[src/rtl/param_johnson_counter.sv]
// Parameterised up/down Johnson counter with load, forward index and wrap/illegal pulses.
// Define JOHNSON_SELF_CORRECT_EN to steer illegal loads and illegal states back to all-zeros.
module param_johnson_counter #(
   parameter int WIDTH = 4,
   parameter int IDXW  = $clog2(2*WIDTH)
) (
   input  logic             Clock,
   input  logic             Reset,
   input  logic             Enable,
   input  logic             Up_down,
   input  logic             Load,
   input  logic [WIDTH-1:0] Load_value,
   output logic [WIDTH-1:0] Count_out,
   output logic [IDXW-1:0]  State_index,
   output logic             Wrap,
   output logic             Illegal
);

   localparam logic [WIDTH-1:0] MSB_ONLY = {1'b1, {(WIDTH-1){1'b0}}};
   localparam logic [WIDTH-1:0] LSB_ONLY = WIDTH'(1);
   localparam logic [WIDTH-2:0] EDGE_ONE = (WIDTH-1)'(1);

   logic [WIDTH-1:0] count_reg;
   logic [WIDTH-1:0] count_next;
   logic             wrap_reg;
   logic             wrap_next;
   logic             illegal_reg;
   logic             illegal_next;
   logic [WIDTH-2:0] count_edges;
   logic             count_legal;
   int               pop;

   // A legal Johnson state has at most one adjacent-bit transition.
   for (genvar gi = 0; gi < WIDTH-1; gi++) begin : g_count_edges
      assign count_edges[gi] = count_reg[gi+1] ^ count_reg[gi];
   end
   assign count_legal = ((count_edges & (count_edges - EDGE_ONE)) == '0);

`ifdef JOHNSON_SELF_CORRECT_EN
   logic [WIDTH-2:0] load_edges;
   logic             load_legal;

   for (genvar gi = 0; gi < WIDTH-1; gi++) begin : g_load_edges
      assign load_edges[gi] = Load_value[gi+1] ^ Load_value[gi];
   end
   assign load_legal = ((load_edges & (load_edges - EDGE_ONE)) == '0);
`endif

   always_comb begin
      pop = 0;
      for (int i = 0; i < WIDTH; i++) begin
         pop = pop + int'(count_reg[i]);
      end
      State_index = '0;
      if (count_legal) begin
         if (count_reg[WIDTH-1]) begin
            State_index = IDXW'(2*WIDTH - pop);
         end else begin
            State_index = IDXW'(pop);
         end
      end
   end

   always_comb begin
      count_next   = count_reg;
      wrap_next    = 1'b0;
      illegal_next = 1'b0;
      if (Load) begin
`ifdef JOHNSON_SELF_CORRECT_EN
         if (load_legal) begin
            count_next = Load_value;
         end else begin
            count_next   = '0;
            illegal_next = 1'b1;
         end
`else
         count_next = Load_value;
`endif
      end else if (Enable) begin
`ifdef JOHNSON_SELF_CORRECT_EN
         if (!count_legal) begin
            count_next   = '0;
            illegal_next = 1'b1;
         end else if (Up_down) begin
            count_next = {count_reg[WIDTH-2:0], ~count_reg[WIDTH-1]};
            wrap_next  = (count_reg == MSB_ONLY);
         end else begin
            count_next = {~count_reg[0], count_reg[WIDTH-1:1]};
            wrap_next  = (count_reg == LSB_ONLY);
         end
`else
         // Illegal states simply circulate; only 10..0 / 0..01 can step into zero.
         if (Up_down) begin
            count_next = {count_reg[WIDTH-2:0], ~count_reg[WIDTH-1]};
            wrap_next  = (count_reg == MSB_ONLY);
         end else begin
            count_next = {~count_reg[0], count_reg[WIDTH-1:1]};
            wrap_next  = (count_reg == LSB_ONLY);
         end
`endif
      end
   end

   always_ff @(posedge Clock) begin
      if (!Reset) begin
         count_reg   <= '0;
         wrap_reg    <= 1'b0;
         illegal_reg <= 1'b0;
      end else begin
         count_reg   <= count_next;
         wrap_reg    <= wrap_next;
         illegal_reg <= illegal_next;
      end
   end

   assign Count_out = count_reg;
   assign Wrap      = wrap_reg;
   assign Illegal   = illegal_reg;

endmodule

[config.mk]
export PLATFORM = sky130hd
export DESIGN_NAME = param_johnson_counter
export DESIGN_NICKNAME = d
export VERILOG_FILES = /design/src/rtl/param_johnson_counter.sv
export SDC_FILE = /design/constraint.sdc
export NUM_CORES = 1
export LEC_CHECK = 0
export ABC_AREA = 1
export BUFFER_PORTS_ARGS = -buffer_cell sky130_fd_sc_hd__buf_2
export CORE_AREA = 2 2 39 41
export CTS_BUF_LIST = sky130_fd_sc_hd__clkbuf_8
export DETAILED_ROUTE_END_ITERATION = 7
export DIE_AREA = 0 0 41 43
export PLACE_DENSITY = 0.7
export SLEW_MARGIN = 20
export SYNTH_ARGS = -nofsm -noshare
export SYNTH_HDL_FRONTEND = slang
export SYNTH_SLANG_ARGS = --single-unit
[constraint.sdc]
create_clock -name Clock -period 5 [get_ports Clock]
set_input_delay 1 -clock Clock [delete_from_list [all_inputs] [get_ports Clock]]
set_output_delay 1 -clock Clock [all_outputs]
set_load 0.02 [all_outputs]
==> metrics, run 1 <==
status finished clean; synth top area cells nand2_1 (28%), dfxtp_1 (21%), ha_1 (11%), inv_1 (7.2%), nor2_1 (6.4%); Yosys reg bits 5; Core ar. 1384 µm²; critical-path cell list fa_1, ha_1, ha_1, inv_1, ha_1, inv_1, nand3b_1, nand2_1, inv_1, nor2_1, buf_2; die height 43 µm; fin. max-slew vios 0; share of cells above drive strength 1 between 20% and 30%; routability cong. 0.8015; total grt overflow 0; Num Clock Sinks 5; drt first pass iters 4; Clock Latency Late Sink 0.23 ns; Synth Cell Area 466.7 µm²; Req. time, crit path 4.00 ns; P&R area growth vs syn 29.49%; largest family of logic cells by synthesized area simple AND/OR/NAND/NOR gates; clock tree from TritonCTS built; RSZ-0062 raised after global routing no; CTS root buffer clkbuf_8; register area share after synthesis 21.45%; clock skew after layout 0.005580 ns; minimum hold slack 0.6421 ns; CP Launch Type register; dominant synthesized flop cell dfxtp_1; # resized after CTS 0; hold buffers post-CTS 0; pwr/cell area roughly 290 nW/µm²; Cells after Synth 79; Synth Area in XOR/XNOR 0%; Starting DRT DRC Count 11; nets@finish 113; final worst-path cycle share 67.04%; CP endpoint kind output pin; ant diodes 0; count leader, synth nand2_1; HP Class register to register; crit-path max FO 8; Synth area leader nand2_1; final WL 1013 µm; WL per Instance 8.886 µm; Yosys warnings 0; I/O pin count 18; Num CTS Buffers 3; largest net degree at the start of global routing 9; row count 14; initial antenna violation count 0; VDD IR max ~0.00015 V; FMAX approximately 300 MHz; Post-Synth Simple-Gate Area around 47%; Syn Nets 93; clock buffer depth 2; post-synth cell types 17; DR vias/cell 4.439; CP peak stage delay 0.48 ns; setup repair bufs after CTS 0; Initial Util about a third; # setup viols final 0; slowest library cell on the worst path dfxtp_1; port buffer count 16; synthesized area per cell a little under 6 µm²; Compound-Gate Fraction of Synth Area 5.362%; area share of fa/ha/maj cells after synthesis between 10% and 20%; top cell type's share of synthesized area between 20 and 30%; Residual DRC 0; ys async rst share 0%; WP data arrival 2.35 ns; CTS H-Tree Depth 1; Die ar. about 1800 µm²; setup_tns 0 ns; Post-synth EDFFs 0; Die X-Extent 41 µm; Final min period 3.352 ns; DP HPWL 810.4 µm; vias in the first global route slightly below 400; DRT antenna net count 0; detailed-route via count 506; gr usage total 13.48%; Final Hold Fails 0; critical path type register to output pin; Lkg Pwr about 0.37 nW; max_cap viols 0; multiplexer share of the synthesized area 0%; first-pass GRT wire length about 1600 µm; Clock Pin Slew Worst Setup and Hold Paths 0.03 ns; commonest cells in the synthesized netlist nand2_1 (35), inv_1 (9), nor2_1 (8)
[registers in the layout, summed over array words and instances, names as in the netlist]
| register | flops |
|---|---|
| Wrap | 1 |
| Count_out | 4 |
[area by class of cell]
cell class	instances	area [µm²]
multi-input combinational	62	317.8
sequential	5	100.1
clock inverter	1	3.754
clock buffer	3	41.29
inverter	11	41.29
fill	149	779.5
timing repair buffer	16	80.08
tap	16	20.02
[per-layer routing]
metal / share of wire (%) / vias up / track usage, % / wire length [µm]
met5: 0 / - / 0 / 0
met4: 1.1 / 0 / 8.000 / 11
met3: 6.8 / 2 / 1.571 / 69
met2: 49 / 21 / 21.88 / 498
met1: 43 / 209 / 15.86 / 435
li1: - / 274 / - / -
[cell families (layout without fill, tap and decap cells)]
group / Yosys count / count (layout)
simple gates: 51 / 51
flops: 5 / 5
fa+ha+maj: 5 / 5
compound gates: 5 / 5
buf+inv: 12 / 31
other cells: 1 / 1
[critical path: cells and delay by family, from the launching register on]
family	cells	cell delay, ns
and+or+nand+nor	3	0.22
DFF	1	0.48
buffers and inverters	4	0.31
adders and majority gates	4	1.12
[where the power goes]
part | internal, mW | total, mW | switching (mW)
logic | 0.0207 | 0.0557 | 0.0350
registers | 0.0427 | 0.0477 | 0.00499
clock network | 0.0528 | 0.0748 | 0.0220
total | 0.116 | 0.178 | 0.0620
[per-stage QoR]
step	cell area, µm²	utilization [%]	std cells	power (mW)	setup WS (ns)
after floorplan	466.7	-	79	0.08654	1.799
after global placement	559.3	40.42	110	0.1023	1.897
after detailed placement	559.3	40.42	110	0.1050	1.846
after CTS	604.3	43.67	114	0.1809	1.613
after global routing	604.3	43.67	114	0.1910	1.453
final	604.3	43.67	114	0.1782	1.648
[cells in the final DEF, fill, tap and decap left out, types with 2 or more instances in the layout]
master	Yosys	final
ha_1	4	4
nor2_1	8	8
o21ai_0	4	4
nand2_1	35	35
inv_1	9	10
clkbuf_8	0	3
dfxtp_1	5	5
nand2_2	2	2
buf_2	0	16
inv_2	2	2
nand3_1	2	2
[path summary, 6_finish.rpt]
| kind | startpoint | endpoint | slack (ns) | cells past startpoint |
|---|---|---|---|---|
| worst min register to register | Count_out[2] | Count_out[2] | 0.64 | 4 |
| worst min-delay path | Count_out[2] | Count_out[2] | 0.64 | 4 |
| worst max-delay path | Count_out[1] | State_index[2] | 1.65 | 11 |
| worst max register to register | Count_out[1] | Count_out[2] | 4.03 | 4 |
Note: power is estimated with default switching activity, not from simulation.
==> run 2, diff against run 1 <==
==> constraint.sdc (replaced) <==
create_clock -name Clock -period 3.15 [get_ports Clock]
set_input_delay 0.63 -clock Clock [delete_from_list [all_inputs] [get_ports Clock]]
set_output_delay 0.63 -clock Clock [all_outputs]
set_load 0.02 [all_outputs]
==> metrics, run 2 (synthesis results as in run 1) <==
status finished clean; DRT antenna net count 0; Starting DRT DRC Count 3; Clock Latency Late Sink 0.23 ns; placed cells 110; Num CTS Buffers 3; WP data arrival 2.32 ns; port buffer count 16; commonest non-fill, non-tap cell in the layout nand2_1; crit-path max FO 8; Core ar. 1384 µm²; DP HPWL roughly 750 µm; Initial Util about a third; CTS root buffer clkbuf_8; critical path type register to output pin; nets@finish approximately 110; minimum hold slack 0.6171 ns; share of cells above drive strength 1 27.55%; CP Launch Type register; Die ar. 1763 µm²; I/O pin count 18; RSZ-0062 raised after global routing no; footprint of the multi-input gates 317.8 µm²; Req. time, crit path 2.52 ns; largest net degree at the start of global routing 9; initial antenna violation count 0; drt first pass iters 2; FMAX 338.6 MHz; Comb pwr share 30.7%; clock power share between 40% and 50%; HP Class register to register; max_cap viols 0; P&R area growth vs syn 29.76%; final worst-path cycle share 93.77%; Setup crit start Count_out[3]; critical-path cell list fa_1, ha_1, ha_1, inv_1, ha_1, inv_1, nand3b_1, nand2_1, inv_1, nor2_1, buf_2; Final min period 2.954 ns; pre-CTS setup slack 0.3886 ns; # resized after CTS 0; slowest library cell on the worst path fa_1; Tot Pwr 0.2805 mW; clock buffer depth 2; Fill cells 149; final WL between 900 and 1000 µm; WL per Instance 8.447 µm; Worst path top cell family by delay adder cells; Buf/Inv on CP 4; Die X-Extent 41 µm; total grt overflow 0; Clock Pin Slew Worst Setup and Hold Paths 0.04 ns; row count 14; CP peak stage delay roughly 0.47 ns; ant diodes 0; clock tree from TritonCTS built; Num Clock Sinks 5; first-pass GRT wire length 1662 µm; FF/Latch Area 101.3 µm²; fin util 43.76%; VDD IR max between 0.0002 and 0.00025 V; Cell Int Power approximately 0.18 mW; Final Hold Fails 0; final worst setup slack 0.1964 ns; die height 43 µm; worst hold start Count_out[1]; gr usage total 13.88%; clock skew after layout between 0.004 and 0.005 ns; share of power burned in registers 27.0%; Sw Pwr 0.09663 mW; CTS H-Tree Depth 1; setup_tns 0 ns; setup repair bufs after CTS 0; most frequent cells in the layout nand2_1 (35), buf_2 (16), inv_1 (10); fin cells roughly 110; pwr/cell area 463.3 nW/µm²; design area 605.6 µm²; routability cong. 0.7647; hold buffers post-CTS 0; # setup viols final 0; Lkg Pwr 0.3662 nW; detailed-route via count 506; RR Startpoint Count_out[3]; fin. max-slew vios 0; DR vias/cell approximately 4.4; Placed Area roughly 560 µm²; switching share of power 34.44%; CP endpoint kind output pin; Residual DRC 0; max reg flops 4; vias in the first global route 437
[run 2: cell type report]
cell class / count / share of cell area, %
clock buffers: 3 / 6.818
well taps: 16 / 3.306
inverters: 11 / 6.818
repair buffers: 16 / 13.22
clock inverters: 1 / 0.6198
flip-flops and latches: 5 / 16.74
multi-input cells: 62 / 52.48
[run 2: per-layer routing]
| metal | global-route usage, % | wire (µm) | vias to the layer above |
|---|---|---|---|
| met3 | 1.571 | 44 | 4 |
| li1 | - | - | 274 |
| met1 | 16.18 | 430 | 214 |
| met4 | 12.00 | 25 | 0 |
| met2 | 20.94 | 462 | 14 |
| met5 | 0 | 0 | - |
[run 2: power groups by stage]
stage / clock network [mW] / logic [mW] / registers, mW
detailed placement: 0 / 0.0867 / 0.0767
global route: 0.123 / 0.101 / 0.0767
finish: 0.119 / 0.0861 / 0.0756
floorplan: 0 / 0.0576 / 0.0798
global placement: 0 / 0.0856 / 0.0766
CTS: 0.121 / 0.0873 / 0.0756
[run 2: path summary, 6_finish.rpt]
| path | end | slack (ns) | depth (start not counted) |
|---|---|---|---|
| max | State_index[2] | 0.20 | 11 |
| min | Count_out[1] | 0.62 | 4 |
| max reg2reg | Count_out[0] | 2.19 | 5 |
| min reg2reg | Count_out[1] | 0.62 | 4 |
[run 2: worst reg2reg max path: stages (launching register included)]
cell and delay, ns:
dfxtp_1 0.46, inv_2 0.10, nand2_1 0.08, o21ai_0 0.09
nand2_1 0.07, nand2_1 0.05
==> run 3, diff against run 2 <==
--- a/config.mk
+++ b/config.mk
@@ -11,7 +11,8 @@
 export CTS_BUF_LIST = sky130_fd_sc_hd__clkbuf_8
 export DETAILED_ROUTE_END_ITERATION = 7
 export DIE_AREA = 0 0 41 43
-export PLACE_DENSITY = 0.7
+export PLACE_DENSITY = 0.72
+export SETUP_SLACK_MARGIN = 0.2
 export SLEW_MARGIN = 20
 export SYNTH_ARGS = -nofsm -noshare
 export SYNTH_HDL_FRONTEND = slang
==> constraint.sdc (replaced) <==
create_clock -name Clock -period 2.7 [get_ports Clock]
set_input_delay 0.54 -clock Clock [delete_from_list [all_inputs] [get_ports Clock]]
set_output_delay 0.54 -clock Clock [all_outputs]
set_load 0.02 [all_outputs]
==> metrics, run 3 (synthesis results as in run 1) <==
R2R cell count 6; HP Class primary input to register; Clock Pin Slew Worst Setup and Hold Paths 0.03 ns; status finished clean; design area 689.4 µm²; Die X-Extent 41 µm; critical-path cell list fa_1, ha_2, ha_4, inv_2, ha_4, inv_2, nand3b_1, nand2_1, inv_2, nor2_4, buf_6; clock skew after layout 0.001791 ns; DR vias/cell 4.598; row count 14; final worst-path cycle share 98.56%; crit-path max FO 2; DP HPWL 855.9 µm; ant diodes 0; CTS root buffer clkbuf_8; RR Startpoint Count_out[3]; Starting DRT DRC Count 13; port buffer count 16; Clock Latency Late Sink 0.22 ns; largest net degree at the start of global routing 8; WP data arrival 2.12 ns; CP endpoint kind output pin; total grt overflow 0; RSZ-0062 raised after global routing yes; fin util 49.82%; Initial Util 33.73%; Num CTS Buffers 3; worst setup path end State_index[2]; pwr/cell area approximately 530 nW/µm²; Die ar. roughly 1800 µm²; detailed-route via count 538; routability cong. 0.8116; Placed Area roughly 580 µm²; CP peak stage delay slightly below 0.5 ns; gr usage total roughly 15%; max reg flops 4; I/O pin count 18; clock buffer depth 2; worst hold start Reset; FF/Latch Area 108.9 µm²; setup_tns 0 ns; clock tree from TritonCTS built; hold buffers post-CTS 0; max_cap viols 0; WL per Instance 9.906 µm; Core ar. roughly 1400 µm²; Final min period 2.661 ns; Sw Pwr 0.1266 mW; Req. time, crit path 2.16 ns; slowest library cell on the worst path fa_1; placed cells 111; Setup crit start Count_out[3]; clock power share a little under two fifths; first-pass GRT wire length between 1500 and 2000 µm; r2r setup slk 1.78 ns; stages on the worst setup path 11; commonest non-fill, non-tap cell in the layout nand2_1; CTS H-Tree Depth 1; Fill cells around 160; die height 43 µm; share of cells above drive strength 1 about 40%; footprint of the multi-input gates ~360 µm²; initial antenna violation count 0; most frequent cells in the layout nand2_1 (35), buf_2 (14), inv_1 (7); reg2reg end Count_out[0]; cell mode on critical path inv_2; Final Hold Fails 0; Buf/Inv on CP 4; VDD IR max 0.0002374 V; P&R area growth vs syn 47.72%; FMAX between 300 and 400 MHz; Comb pwr share 39.9%; Residual DRC 0; fin. max-slew vios 0; vias in the first global route 459; Worst path top cell family by delay adder cells; # setup viols final 0; switching share of power 34.82%; Cell Int Power 0.2369 mW; DRT antenna net count 0; fin cells 117; critical path type register to output pin; Num Clock Sinks 5; final WL 1159 µm; nets@finish 116; Lkg Pwr 0.3828 nW; drt first pass iters 4; CP Launch Type register; share of power burned in registers 22.9%
-- run 3: metal layers --
metal	share of wire, %	track usage [%]	routed length [µm]	vias up
met4	1.5	6.000	17	0
li1	-	-	-	282
met3	6.1	3.141	71	2
met2	52	26.56	607	19
met5	0	0	0	-
met1	40	15.26	462	235
-- run 3: final cells by class --
type                            instances  share of cell area, %
Multi-Input combinational cell         62                  52.09
Timing Repair Buffer                   19                  16.70
Inverter                               11                  5.989
Clock inverter                          1                 0.5445
Tap cell                               16                  2.904
Sequential cell                         5                  15.79
Clock buffer                            3                  5.989
-- run 3: worst min-delay path by stage --
stage / cells past startpoint / slack (ns) / to
after floorplan: 4 / 0.60 / Count_out[0]
after global routing: 3 / 0.58 / Count_out[2]
after CTS: 3 / 0.56 / Count_out[0]
final: 3 / 0.56 / Count_out[0]
after global placement: 4 / 0.58 / Count_out[0]
after detailed placement: 4 / 0.59 / Count_out[0]
-- run 3: timing repair --
action,4_1_cts,5_1_grt
setup buffers,2,0
gates resized for setup,14,1
setup endpoints to repair,2,2
pin swaps,6,1
-- run 3: worst min-delay path, cell delays in order --
cell and delay, ns:
buf_2 0.11, nand2_1 0.05, nand2_1 0.04
-- run 3: through the flow --
| step | total power [mW] | hold slack [ns] | worst slack [ns] |
|---|---|---|---|
| after floorplan | 0.1662 | 0.5976 | 0.2248 |
| after global placement | 0.1961 | 0.5828 | 0.1817 |
| after detailed placement | 0.2002 | 0.5850 | 0.08813 |
| after CTS | 0.3603 | 0.5598 | 0.04498 |
| after global routing | 0.3902 | 0.5837 | -0.04056 |
| final | 0.3634 | 0.5566 | 0.03896 |
-- run 3: power by group through the flow --
stage               registers, mW  logic (mW)  clock network (mW)
global route               0.0842       0.163               0.142
global placement           0.0876       0.108                   0
floorplan                  0.0939      0.0723                   0
finish                     0.0834       0.145               0.135
detailed placement         0.0881       0.112                   0
CTS                        0.0832       0.141               0.137
